### config.mk
export PLATFORM = sky130hd
export DESIGN_NAME = cdb_arbiter_flat
export DESIGN_NICKNAME = d
export VERILOG_FILES = /design/src/rtl/cdb_arbiter_pkg.sv /design/src/rtl/cdb_arbiter_if.sv /design/src/rtl/cdb_fifo.sv /design/src/rtl/cdb_arbiter.sv /design/src/flat_wrapper.sv
export SDC_FILE = /design/constraint.sdc
export NUM_CORES = 1
export LEC_CHECK = 0
export BUFFER_PORTS_ARGS = -buffer_cell sky130_fd_sc_hd__buf_2
export CAP_MARGIN = 20
export CORE_MARGIN = 2
export CORE_UTILIZATION = 50
export DETAILED_ROUTE_END_ITERATION = 7
export PLACE_DENSITY = 0.86
export SYNTH_ARGS = -nofsm -noshare
export SYNTH_HDL_FRONTEND = slang
export SYNTH_SLANG_ARGS = --single-unit
### constraint.sdc
create_clock -name clk_in -period 4.21 [get_ports clk_in]
set_input_delay 1.263 -clock clk_in [delete_from_list [all_inputs] [get_ports clk_in]]
set_output_delay 1.263 -clock clk_in [all_outputs]
set_load 0.1 [all_outputs]
### src/rtl/cdb_arbiter_pkg.sv
// Shared encodings for the CDB arbiter: commit op classes (same values as the ROB)
// and the bus source identifiers.
package cdb_arbiter_pkg;

    localparam int OP_W = 3;
    localparam int RD_W = 5;
    localparam int XLEN = 32;

    typedef enum logic [2:0] {
        OP_WRITE   = 3'd0,
        OP_JUMP    = 3'd1,
        OP_BOTH    = 3'd2,
        OP_LOAD    = 3'd3,
        OP_STORE   = 3'd4,
        OP_NOTHING = 3'd5
    } op_e;

    typedef enum logic {
        SRC_ALU = 1'b0,
        SRC_LSB = 1'b1
    } src_e;

endpackage

### src/rtl/cdb_arbiter_if.sv
// Producer-side handshakes and the registered CDB broadcast.
// master = producers/consumers around the arbiter, slave = the arbiter itself.
interface cdb_arbiter_if #(
    parameter int ROB_WIDTH = 4
);
    import cdb_arbiter_pkg::*;

    logic                 alu_valid;
    logic                 alu_ready;
    logic [ROB_WIDTH-1:0] alu_tag;
    logic [OP_W-1:0]      alu_op;
    logic [RD_W-1:0]      alu_rd;
    logic [XLEN-1:0]      alu_wdata;
    logic [XLEN-1:0]      alu_jump;

    logic                 lsb_valid;
    logic                 lsb_ready;
    logic [ROB_WIDTH-1:0] lsb_tag;
    logic [XLEN-1:0]      lsb_wdata;

    logic                 cdb_valid;
    logic                 cdb_src;
    logic [ROB_WIDTH-1:0] cdb_tag;
    logic [OP_W-1:0]      cdb_op;
    logic [RD_W-1:0]      cdb_rd;
    logic [XLEN-1:0]      cdb_wdata;
    logic [XLEN-1:0]      cdb_jump;

    modport master (
        output alu_valid, alu_tag, alu_op, alu_rd, alu_wdata, alu_jump,
        output lsb_valid, lsb_tag, lsb_wdata,
        input  alu_ready, lsb_ready,
        input  cdb_valid, cdb_src, cdb_tag, cdb_op, cdb_rd, cdb_wdata, cdb_jump
    );

    modport slave (
        input  alu_valid, alu_tag, alu_op, alu_rd, alu_wdata, alu_jump,
        input  lsb_valid, lsb_tag, lsb_wdata,
        output alu_ready, lsb_ready,
        output cdb_valid, cdb_src, cdb_tag, cdb_op, cdb_rd, cdb_wdata, cdb_jump
    );

endinterface

### src/rtl/cdb_fifo.sv
// Small per-producer result FIFO with flush; head is the registered oldest entry.
// A full FIFO refuses a push even when it pops in the same cycle.
module cdb_fifo #(
    parameter int WIDTH = 8,
    parameter int DEPTH = 2,
    parameter int AW    = 1
) (
    input  logic             clk_in,
    input  logic             rst_in,
    input  logic             en_in,
    input  logic             flush_in,
    input  logic             push_in,
    input  logic             pop_in,
    input  logic [WIDTH-1:0] din,
    output logic [WIDTH-1:0] head,
    output logic [AW:0]      count
);

    localparam logic [AW:0] FULL = (AW+1)'(DEPTH);

    logic [WIDTH-1:0] mem_q [DEPTH];
    logic [WIDTH-1:0] mem_d [DEPTH];
    logic [AW-1:0]    wr_ptr_q, wr_ptr_d;
    logic [AW-1:0]    rd_ptr_q, rd_ptr_d;
    logic [AW:0]      count_q, count_d;
    logic             do_push, do_pop;

    always_comb begin
        mem_d    = mem_q;
        wr_ptr_d = wr_ptr_q;
        rd_ptr_d = rd_ptr_q;
        count_d  = count_q;
        do_push  = en_in && !flush_in && push_in && (count_q != FULL);
        do_pop   = en_in && !flush_in && pop_in && (count_q != '0);
        if (en_in && flush_in) begin
            wr_ptr_d = '0;
            rd_ptr_d = '0;
            count_d  = '0;
        end else begin
            if (do_push) begin
                mem_d[wr_ptr_q] = din;
                wr_ptr_d        = wr_ptr_q + AW'(1);
            end
            if (do_pop) begin
                rd_ptr_d = rd_ptr_q + AW'(1);
            end
            if (do_push && !do_pop) begin
                count_d = count_q + (AW+1)'(1);
            end else if (!do_push && do_pop) begin
                count_d = count_q - (AW+1)'(1);
            end
        end
    end

    // Payload storage carries no reset; occupancy is tracked by count_q alone.
    always_ff @(posedge clk_in) begin
        mem_q <= mem_d;
    end

    always_ff @(posedge clk_in or posedge rst_in) begin
        if (rst_in) begin
            wr_ptr_q <= '0;
            rd_ptr_q <= '0;
            count_q  <= '0;
        end else begin
            wr_ptr_q <= wr_ptr_d;
            rd_ptr_q <= rd_ptr_d;
            count_q  <= count_d;
        end
    end

    assign head  = mem_q[rd_ptr_q];
    assign count = count_q;

endmodule

### src/rtl/cdb_arbiter.sv
// Two-producer CDB arbiter: ALU and LSB results queue in small FIFOs, one is granted
// per cycle onto a registered bus. Define CDB_LSB_PRIO_EN for fixed LSB priority.
module cdb_arbiter
    import cdb_arbiter_pkg::*;
#(
    parameter int ROB_WIDTH  = 4,
    parameter int FIFO_DEPTH = 2,
    parameter int FIFO_AW    = 1
) (
    input  logic         clk_in,
    input  logic         rst_in,
    input  logic         rdy_in,
    input  logic         clear_in,
    cdb_arbiter_if.slave bus
);

    localparam int          ALU_W = ROB_WIDTH + OP_W + RD_W + 2 * XLEN;
    localparam int          LSB_W = ROB_WIDTH + XLEN;
    localparam logic [FIFO_AW:0] FULL = (FIFO_AW+1)'(FIFO_DEPTH);

    logic [ALU_W-1:0]     alu_head;
    logic [LSB_W-1:0]     lsb_head;
    logic [FIFO_AW:0]     alu_count, lsb_count;
    logic                 alu_pop, lsb_pop;
    logic                 alu_hv, lsb_hv;
    logic                 grant_alu, grant_lsb;

    logic [ROB_WIDTH-1:0] alu_h_tag, lsb_h_tag;
    logic [OP_W-1:0]      alu_h_op;
    logic [RD_W-1:0]      alu_h_rd;
    logic [XLEN-1:0]      alu_h_wdata, alu_h_jump, lsb_h_wdata;

    src_e                 rr_last_q, rr_last_d;
    logic                 cdb_valid_q, cdb_valid_d;
    src_e                 cdb_src_q, cdb_src_d;
    logic [ROB_WIDTH-1:0] cdb_tag_q, cdb_tag_d;
    logic [OP_W-1:0]      cdb_op_q, cdb_op_d;
    logic [RD_W-1:0]      cdb_rd_q, cdb_rd_d;
    logic [XLEN-1:0]      cdb_wdata_q, cdb_wdata_d;
    logic [XLEN-1:0]      cdb_jump_q, cdb_jump_d;

    cdb_fifo #(.WIDTH(ALU_W), .DEPTH(FIFO_DEPTH), .AW(FIFO_AW)) u_alu_fifo (
        .clk_in   (clk_in),
        .rst_in   (rst_in),
        .en_in    (rdy_in),
        .flush_in (clear_in),
        .push_in  (bus.alu_valid),
        .pop_in   (alu_pop),
        .din      ({bus.alu_tag, bus.alu_op, bus.alu_rd, bus.alu_wdata, bus.alu_jump}),
        .head     (alu_head),
        .count    (alu_count)
    );

    cdb_fifo #(.WIDTH(LSB_W), .DEPTH(FIFO_DEPTH), .AW(FIFO_AW)) u_lsb_fifo (
        .clk_in   (clk_in),
        .rst_in   (rst_in),
        .en_in    (rdy_in),
        .flush_in (clear_in),
        .push_in  (bus.lsb_valid),
        .pop_in   (lsb_pop),
        .din      ({bus.lsb_tag, bus.lsb_wdata}),
        .head     (lsb_head),
        .count    (lsb_count)
    );

    assign {alu_h_tag, alu_h_op, alu_h_rd, alu_h_wdata, alu_h_jump} = alu_head;
    assign {lsb_h_tag, lsb_h_wdata} = lsb_head;
    assign alu_hv = (alu_count != '0);
    assign lsb_hv = (lsb_count != '0);

    assign bus.alu_ready = rdy_in && (alu_count != FULL);
    assign bus.lsb_ready = rdy_in && (lsb_count != FULL);

    always_comb begin
`ifdef CDB_LSB_PRIO_EN
        grant_lsb = lsb_hv;
        grant_alu = alu_hv && !lsb_hv;
`else
        if (alu_hv && lsb_hv) begin
            grant_alu = (rr_last_q == SRC_LSB);
            grant_lsb = !grant_alu;
        end else begin
            grant_alu = alu_hv;
            grant_lsb = lsb_hv;
        end
`endif
    end

    always_comb begin
        alu_pop     = 1'b0;
        lsb_pop     = 1'b0;
        rr_last_d   = rr_last_q;
        cdb_valid_d = cdb_valid_q;
        cdb_src_d   = cdb_src_q;
        cdb_tag_d   = cdb_tag_q;
        cdb_op_d    = cdb_op_q;
        cdb_rd_d    = cdb_rd_q;
        cdb_wdata_d = cdb_wdata_q;
        cdb_jump_d  = cdb_jump_q;
        // Every enabled cycle rewrites the whole bus; idle or flushed cycles drive zeros.
        if (rdy_in) begin
            cdb_valid_d = 1'b0;
            cdb_src_d   = SRC_ALU;
            cdb_tag_d   = '0;
            cdb_op_d    = '0;
            cdb_rd_d    = '0;
            cdb_wdata_d = '0;
            cdb_jump_d  = '0;
            if (!clear_in) begin
                if (grant_alu) begin
                    alu_pop     = 1'b1;
                    cdb_valid_d = 1'b1;
                    cdb_src_d   = SRC_ALU;
                    cdb_tag_d   = alu_h_tag;
                    cdb_op_d    = alu_h_op;
                    cdb_rd_d    = alu_h_rd;
                    cdb_wdata_d = alu_h_wdata;
                    cdb_jump_d  = alu_h_jump;
`ifndef CDB_LSB_PRIO_EN
                    rr_last_d   = SRC_ALU;
`endif
                end else if (grant_lsb) begin
                    lsb_pop     = 1'b1;
                    cdb_valid_d = 1'b1;
                    cdb_src_d   = SRC_LSB;
                    cdb_tag_d   = lsb_h_tag;
                    cdb_op_d    = OP_LOAD;
                    cdb_wdata_d = lsb_h_wdata;
`ifndef CDB_LSB_PRIO_EN
                    rr_last_d   = SRC_LSB;
`endif
                end
            end
        end
    end

    always_ff @(posedge clk_in or posedge rst_in) begin
        if (rst_in) begin
            rr_last_q   <= SRC_LSB;
            cdb_valid_q <= 1'b0;
            cdb_src_q   <= SRC_ALU;
            cdb_tag_q   <= '0;
            cdb_op_q    <= '0;
            cdb_rd_q    <= '0;
            cdb_wdata_q <= '0;
            cdb_jump_q  <= '0;
        end else begin
            rr_last_q   <= rr_last_d;
            cdb_valid_q <= cdb_valid_d;
            cdb_src_q   <= cdb_src_d;
            cdb_tag_q   <= cdb_tag_d;
            cdb_op_q    <= cdb_op_d;
            cdb_rd_q    <= cdb_rd_d;
            cdb_wdata_q <= cdb_wdata_d;
            cdb_jump_q  <= cdb_jump_d;
        end
    end

    assign bus.cdb_valid = cdb_valid_q;
    assign bus.cdb_src   = cdb_src_q;
    assign bus.cdb_tag   = cdb_tag_q;
    assign bus.cdb_op    = cdb_op_q;
    assign bus.cdb_rd    = cdb_rd_q;
    assign bus.cdb_wdata = cdb_wdata_q;
    assign bus.cdb_jump  = cdb_jump_q;

endmodule

### src/flat_wrapper.sv
// flat-port wrapper written by rule: the top's interface ports become plain ports
module cdb_arbiter_flat import cdb_arbiter_pkg::*;
#(
    parameter int ROB_WIDTH  = 4,
    parameter int FIFO_DEPTH = 2,
    parameter int FIFO_AW    = 1
)
  (clk_in, rst_in, rdy_in, clear_in, bus_alu_valid, bus_alu_tag, bus_alu_op, bus_alu_rd, bus_alu_wdata, bus_alu_jump, bus_lsb_valid, bus_lsb_tag, bus_lsb_wdata, bus_alu_ready, bus_lsb_ready, bus_cdb_valid, bus_cdb_src, bus_cdb_tag, bus_cdb_op, bus_cdb_rd, bus_cdb_wdata, bus_cdb_jump);
  cdb_arbiter_if #(.ROB_WIDTH(ROB_WIDTH)) bus_i ();
  input  logic clk_in;
  input  logic rst_in;
  input  logic rdy_in;
  input  logic clear_in;
  input wire logic [$bits(bus_i.alu_valid)-1:0] bus_alu_valid;
  input wire logic [$bits(bus_i.alu_tag)-1:0] bus_alu_tag;
  input wire logic [$bits(bus_i.alu_op)-1:0] bus_alu_op;
  input wire logic [$bits(bus_i.alu_rd)-1:0] bus_alu_rd;
  input wire logic [$bits(bus_i.alu_wdata)-1:0] bus_alu_wdata;
  input wire logic [$bits(bus_i.alu_jump)-1:0] bus_alu_jump;
  input wire logic [$bits(bus_i.lsb_valid)-1:0] bus_lsb_valid;
  input wire logic [$bits(bus_i.lsb_tag)-1:0] bus_lsb_tag;
  input wire logic [$bits(bus_i.lsb_wdata)-1:0] bus_lsb_wdata;
  output wire logic [$bits(bus_i.alu_ready)-1:0] bus_alu_ready;
  output wire logic [$bits(bus_i.lsb_ready)-1:0] bus_lsb_ready;
  output wire logic [$bits(bus_i.cdb_valid)-1:0] bus_cdb_valid;
  output wire logic [$bits(bus_i.cdb_src)-1:0] bus_cdb_src;
  output wire logic [$bits(bus_i.cdb_tag)-1:0] bus_cdb_tag;
  output wire logic [$bits(bus_i.cdb_op)-1:0] bus_cdb_op;
  output wire logic [$bits(bus_i.cdb_rd)-1:0] bus_cdb_rd;
  output wire logic [$bits(bus_i.cdb_wdata)-1:0] bus_cdb_wdata;
  output wire logic [$bits(bus_i.cdb_jump)-1:0] bus_cdb_jump;
  assign bus_i.alu_valid = bus_alu_valid;
  assign bus_i.alu_tag = bus_alu_tag;
  assign bus_i.alu_op = bus_alu_op;
  assign bus_i.alu_rd = bus_alu_rd;
  assign bus_i.alu_wdata = bus_alu_wdata;
  assign bus_i.alu_jump = bus_alu_jump;
  assign bus_i.lsb_valid = bus_lsb_valid;
  assign bus_i.lsb_tag = bus_lsb_tag;
  assign bus_i.lsb_wdata = bus_lsb_wdata;
  assign bus_alu_ready = bus_i.alu_ready;
  assign bus_lsb_ready = bus_i.lsb_ready;
  assign bus_cdb_valid = bus_i.cdb_valid;
  assign bus_cdb_src = bus_i.cdb_src;
  assign bus_cdb_tag = bus_i.cdb_tag;
  assign bus_cdb_op = bus_i.cdb_op;
  assign bus_cdb_rd = bus_i.cdb_rd;
  assign bus_cdb_wdata = bus_i.cdb_wdata;
  assign bus_cdb_jump = bus_i.cdb_jump;
  cdb_arbiter #(.ROB_WIDTH(ROB_WIDTH), .FIFO_DEPTH(FIFO_DEPTH), .FIFO_AW(FIFO_AW)) u_core (.clk_in(clk_in), .rst_in(rst_in), .rdy_in(rdy_in), .clear_in(clear_in), .bus(bus_i));
endmodule
==> results of run 1 <==
area by class of cell:
class	instances	share of cell area [%]
timing repair buffer	213	8.44
clock inverter	14	0.527
antenna	3	0.0536
tap	285	2.54
clock buffer	47	6.64
inverter	49	1.33
sequential	311	63.6
multi-input combinational	272	16.9
cell usage in the layout, fill, tap and decap left out, types with 2 or more instances in the layout:
cell,count
nand2b_1,38
clkbuf_16,35
buf_12,4
xnor2_1,2
edfxtp_1,224
buf_4,14
o21ai_0,3
o22ai_2,14
o21ai_1,3
o211ai_4,2
o22ai_1,26
dfrtp_1,84
mux2i_1,113
o221ai_1,38
clkinv_1,7
nor2_4,4
diode_2,3
clkbuf_1,11
clkinvlp_4,2
and2_1,2
buf_2,194
nand2_1,4
inv_1,48
a31oi_1,2
clkinv_2,3
a21oi_1,5
xor2_1,2
nand3_1,4
worst max path at each step:
stage / depth (start not counted) / slack (ns) / startpoint / end
floorplan: 4 / -1.27 / clear_in / u_core.u_alu_fifo.mem_q[0]
finish: 3 / 0.85 / rdy_in / bus_alu_ready
detailed placement: 3 / 0.85 / rdy_in / bus_alu_ready
global route: 3 / 0.83 / rdy_in / bus_alu_ready
CTS: 3 / 0.86 / rdy_in / bus_alu_ready
global placement: 3 / 0.87 / rdy_in / bus_alu_ready
sequential cells by signal, indices dropped and copies added (netlist names), 2 cells and up:
register / cells
u_core.u_lsb_fifo.count: 2
u_core.bus.cdb_jump: 32
u_core.bus.cdb_wdata: 32
u_core.u_alu_fifo.count: 2
u_core.u_lsb_fifo.mem_q: 72
u_core.bus.cdb_tag: 4
u_core.bus.cdb_op: 3
u_core.u_alu_fifo.mem_q: 152
u_core.bus.cdb_rd: 5
cells by family after synthesis:
logic type | after synthesis | synth area share, %
xor gates and xnor gates | 4 | 0.301
adders and majority gates | 1 | 0.108
muxes | 113 | 9.73
buffers and inverters | 88 | 3.47
DFF | 311 | 76.6
and+or+nand+nor | 57 | 2.88
AOI/OAI and AO/OA | 97 | 6.94
stage by stage:
step	power (W)	utilization, %	hold slack, ns	cells
4_1_cts	0.00931	61.5	0.471	1189
5_1_grt	0.00960	61.7	0.499	1193
2_1_floorplan	0.00609	-	0.443	671
3_5_place_dp	0.00664	57.1	0.458	1128
3_3_place_gp	0.00660	57.1	0.456	1128
6_report	0.00926	61.7	0.467	1194
routing by layer:
layer  part of all wire [%]  wire length, um  global-route usage, %
met1                     40             9380                   24.0
met2                     49            11400                   32.2
met3                    7.8             1820                   5.82
met4                    2.4              547                   6.47
met5                   0.18               41                      0
power breakdown:
| part | total, W | switching, W | internal [W] |
|---|---|---|---|
| registers | 0.00391 | 0.000301 | 0.00361 |
| logic | 0.00268 | 0.00203 | 0.000651 |
| clock network | 0.00267 | 0.00112 | 0.00155 |
| total | 0.00926 | 0.00345 | 0.00581 |
worst max-delay path: stages:
cell and delay (ns):
buf_4 0.34, and2_1 0.28, buf_12 0.20
==> metrics.yaml, run 1 <==
status: "complete, no violations"
async_flop_share_pct: 28.0
slew_violations: 0
worstReg2RegStart: "u_core.u_alu_fifo.count[0]"
synth_fp_nets: 790
port-buffer-count: 197
drc_errors: 0
grt_max_degree: 73
placed_area_um2: 13000
fin_crit_ns: 3.36
final-setup-viol-count: 0
avgViaCountPerCell: 5.41
die-area_um2: 24500
routed_wl_mm: 23.2
clk-insertion-delay-late_ns: 0.50
leakagePower_nw: 5.41
hpwl_mm: 14.4
yosysWarnings: 0
stdcell_area_um2: 14000
num_vias: 6464
synth_ff_type: "edfxtp_1"
syn_area_um2: 11600
dr.pass1.iters: 4
clock_path_buffers: 3
rows: 55
synth.largest_area_cell: "edfxtp_1"
yosys-top-cells-area: "edfxtp_1, dfrtp_1, mux2i_1, o221ai_1, nand2b_1"
tns_ns: 0
drive_above_1_share_pct: 31.3
yosysMostFrequentCell: "edfxtp_1"
vdd_ir_drop_max_v: 0.000519
end_kind: "output pin"
whs_path_depth: 2
synthCells: 671
fin_crit_sh_pct: 79.9
worstPathArrival_ns: 2.10
grt_usage_pct: 19.2
synth-edff-count: 224
postCtsHoldBufs: 0
first_iter_violations: 326
drv_cap: 0
seq_area_um2: 8910
path_class: "input port to output pin"
dp_worst_setup_slack_ns: 0.849
die_w_um: 157
slew_headroom_pct: 27.7
cts_tree: "built"
cts_setup_buffers: 0
rrSetupSlack_ns: 2.04
rr_worst_depth: 4
cts_sinks: 311
powerDensity_nw_per_um2: 660
cp.required_ns: 2.95
r2r_end: "u_core.u_alu_fifo.mem_q[99]"
tightest_slew_ns: 1.08
grt_pass1_wl_mm: 35.6
root_buffer: "clkbuf_16"
hold_start: "u_core.rr_last_q"
holdPathEnd: "u_core.rr_last_q"
cp_max_fo: 36
routedWlPerCell_um: 19.4
avgSynthCellArea_um2: 17.3
htree_levels: 2
clock_skew_ns: 0.0238
worst_slack_ns: 0.847
cp-start-kind: "input port"
synth_commonest_cells: "edfxtp_1, mux2i_1, dfrtp_1"
initial_utilization_pct: 51.2
io_pins: 198
core_area_um2: 22700
cts_made_buffers: 34
yosys.cell_types.count: 34
fill_cells: 1696
place.gp.congestion: 0.775
die_h_um: 157
synth_top_area_share_pct: 57.8
yosysSeqAreaShare_pct: 76.6
ys_ff_latch: 311
rsz0062_at_grt: "false"
hold_viol: 0
detail-route-antenna-nets: 0
multi_input_area_um2: 2370
grt_pass1_vias: 6655
areaGrowthSynthToFinish_pct: 20.5
nets: 1000
antenna_found_initial: 8
holdCritPathClass: "flop to flop"
fmax_mhz: 297
ctsResizeCount: 0
overflow: 0
clk_pin_slew_ns: 0.05
(Power assumes the default switching activity.)
==> run 2: changes to the inputs <==
--- a/config.mk
+++ b/config.mk
@@ -5,6 +5,7 @@
 export SDC_FILE = /design/constraint.sdc
 export NUM_CORES = 1
 export LEC_CHECK = 0
+export ABC_AREA = 1
 export BUFFER_PORTS_ARGS = -buffer_cell sky130_fd_sc_hd__buf_2
 export CAP_MARGIN = 20
 export CORE_MARGIN = 2
==> constraint.sdc (replaced) <==
create_clock -name clk_in -period 3 [get_ports clk_in]
set_input_delay 0.9 -clock clk_in [delete_from_list [all_inputs] [get_ports clk_in]]
set_output_delay 0.9 -clock clk_in [all_outputs]
set_load 0.1 [all_outputs]
==> run 2 against run 1 <==
Compared with the run above:
- combinational power is 79% higher
- sequential power up 45%
- design area rose by 0.27%
- setup slack got worse by 0.39 ns
- first-iteration DRC count increased by 77%
- synthesized area down 0.70%
- worst hold slack gained 0.0069 ns
- clock power increased by 51%
- die area decreased by 0.68%
- largest cell class unchanged
==> metrics.yaml, run 2 <==
yosysMostFrequentCell: "edfxtp_1"
syn_area_um2: 11500
die-area_um2: 24300
fin_crit_sh_pct: 84.9
rsz0062_at_grt: "false"
placed_area_um2: 13000
first_iter_violations: 577
fmax_mhz: 393
ctsResizeCount: 0
num_vias: 6559
stdcell_area_um2: 14100
leakagePower_nw: 5.57
cts_sinks: 311
yosysSeqAreaShare_pct: 77.1
synth_commonest_cells: "edfxtp_1, nand2_1, dfrtp_1"
synth-edff-count: 224
grt_pass1_vias: 6832
final_common_cell: "edfxtp_1"
yosysWarnings: 0
postCtsHoldBufs: 0
routedWlPerCell_um: 19.1
hpwl_mm: 15.5
areaGrowthSynthToFinish_pct: 21.7
hold_viol: 0
holdCritPathClass: "flop to flop"
cts_setup_buffers: 0
path_cells: "inv_1 -> a21oi_2 -> buf_2"
path_class: "flop to output pin"
async_flop_share_pct: 28.0
clk_pin_slew_ns: 0.06
powerDensity_nw_per_um2: 1030
initial_utilization_pct: 51.0
root_buffer: "clkbuf_16"
slew_violations: 0
yosys-top-cells-area: "edfxtp_1, dfrtp_1, mux2i_1, nand2_1, mux2_2"
overflow: 0
tightest_slew_ns: 0.911
detail-route-antenna-nets: 0
avgSynthCellArea_um2: 16.0
rows: 55
synth.largest_area_cell: "edfxtp_1"
antenna_found_initial: 6
cts_made_buffers: 30
slew_headroom_pct: 39.3
routed_wl_mm: 23.8
final-setup-viol-count: 0
die_w_um: 156
mostFrequentLayoutCells: "edfxtp_1, buf_2, nand2_1"
htree_levels: 1
largest_register_ffs: 152
grt_max_degree: 77
drive_above_1_share_pct: 33.4
crit_slowest_cell: "buf_2"
cts_tree: "built"
port-buffer-count: 197
ys_ff_latch: 311
status: "complete, no violations"
avgViaCountPerCell: 5.26
drc_errors: 0
end_kind: "output pin"
cp_slowest_stage_delay_ns: 0.43
synthCells: 723
fin_cells: 1248
dr.pass1.iters: 5
core_area_um2: 22600
regMostFlops: "u_core.u_alu_fifo.mem_q"
die_h_um: 156
rrSetupSlack_ns: 1.10
reg_top3: "u_core.u_alu_fifo.mem_q x152, u_core.u_lsb_fifo.mem_q x72"
synth_ff_type: "edfxtp_1"
drv_cap: 0
io_pins: 198
yosys.cell_types.count: 27
synth_top_area_share_pct: 58.2
cp.required_ns: 2.10
vdd_ir_drop_max_v: 0.000767
fin_crit_ns: 2.55
cp-start-kind: "flop"
cp_max_fo: 5
worstPathArrival_ns: 1.65
synth_fp_nets: 842
place.gp.congestion: 0.778
clk-insertion-delay-late_ns: 0.54
clock_skew_ns: 0.0123
dp_cells: 1187
clock_path_buffers: 3
post-route-util_pct: 62.1
grt_pass1_wl_mm: 35.9
nets: 1053
grt_usage_pct: 19.2
hold_ws_ns: 0.474
## run 2: layer usage
layer,vias up,share of wire (%),wire length (um),track usage [%]
li1,3061,-,-,-
met1,3275,39,9350,22.9
met2,176,53,12600,34.8
met3,47,4.6,1100,3.11
met4,0,3.3,787,7.78
met5,-,0,0,0
## run 2: logic make-up after synthesis
kind of cell	share of synthesized area, %
AND/OR/NAND/NOR	5.34
XOR/XNOR	0.0759
adder cells (fa/ha/maj)	0.108
AO/OA/AOI/OAI	5.17
flip-flops	77.1
buffers and inverters	2.28
multiplexers	9.92
## run 2: where the power goes
group / total (W) / switching, W / internal [W] / leakage [nW]
Clock: 0.00403 / 0.00154 / 0.00250 / 0.529
Sequential: 0.00567 / 0.000482 / 0.00519 / 3.18
Combinational: 0.00479 / 0.00378 / 0.00100 / 1.86
Total: 0.0145 / 0.00580 / 0.00869 / 5.57
## run 2: per-stage QoR
| stage | worst slack (ns) | total power (W) | setup TNS [ns] |
|---|---|---|---|
| floorplan | -0.725 | 0.00960 | -109.60 |
| global placement | 0.510 | 0.0105 | 0 |
| detailed placement | 0.496 | 0.0106 | 0 |
| CTS | 0.428 | 0.0146 | 0 |
| global route | 0.387 | 0.0150 | 0 |
| finish | 0.454 | 0.0145 | 0 |
## run 2: final cells by class
class                           count  area (um2)
Sequential cell                   311        8910
Fill cell                        1612        8590
Multi-Input combinational cell    359        2430
Timing Repair Buffer              212        1190
Clock buffer                       40         850
Tap cell                          285         357
Clock inverter                     15         229
Inverter                           20        78.8
Antenna cell                        6        15.0
## run 2: path summary, 6_finish.rpt
path / startpoint / endpoint / cells past startpoint
setup / recovery: u_core.u_lsb_fifo.count[0] / bus_lsb_ready / 3
hold / removal: u_core.bus.cdb_valid / u_core.bus.cdb_valid / 2
setup reg to reg: u_core.u_alu_fifo.count[1] / u_core.u_alu_fifo.mem_q[121] / 6
hold reg to reg: u_core.bus.cdb_valid / u_core.bus.cdb_valid / 2
max in group asynchronous: rst_in / u_core.bus.cdb_wdata[25] / 3
min in group asynchronous: rst_in / u_core.bus.cdb_jump[7] / 2
## run 2: critical path: cells and delay by family (launching register included)
| kind | cells | cell delay, ns |
|---|---|---|
| buffers and inverters | 2 | 0.56 |
| AO/OA/AOI/OAI | 1 | 0.13 |
| flip-flops | 1 | 0.41 |
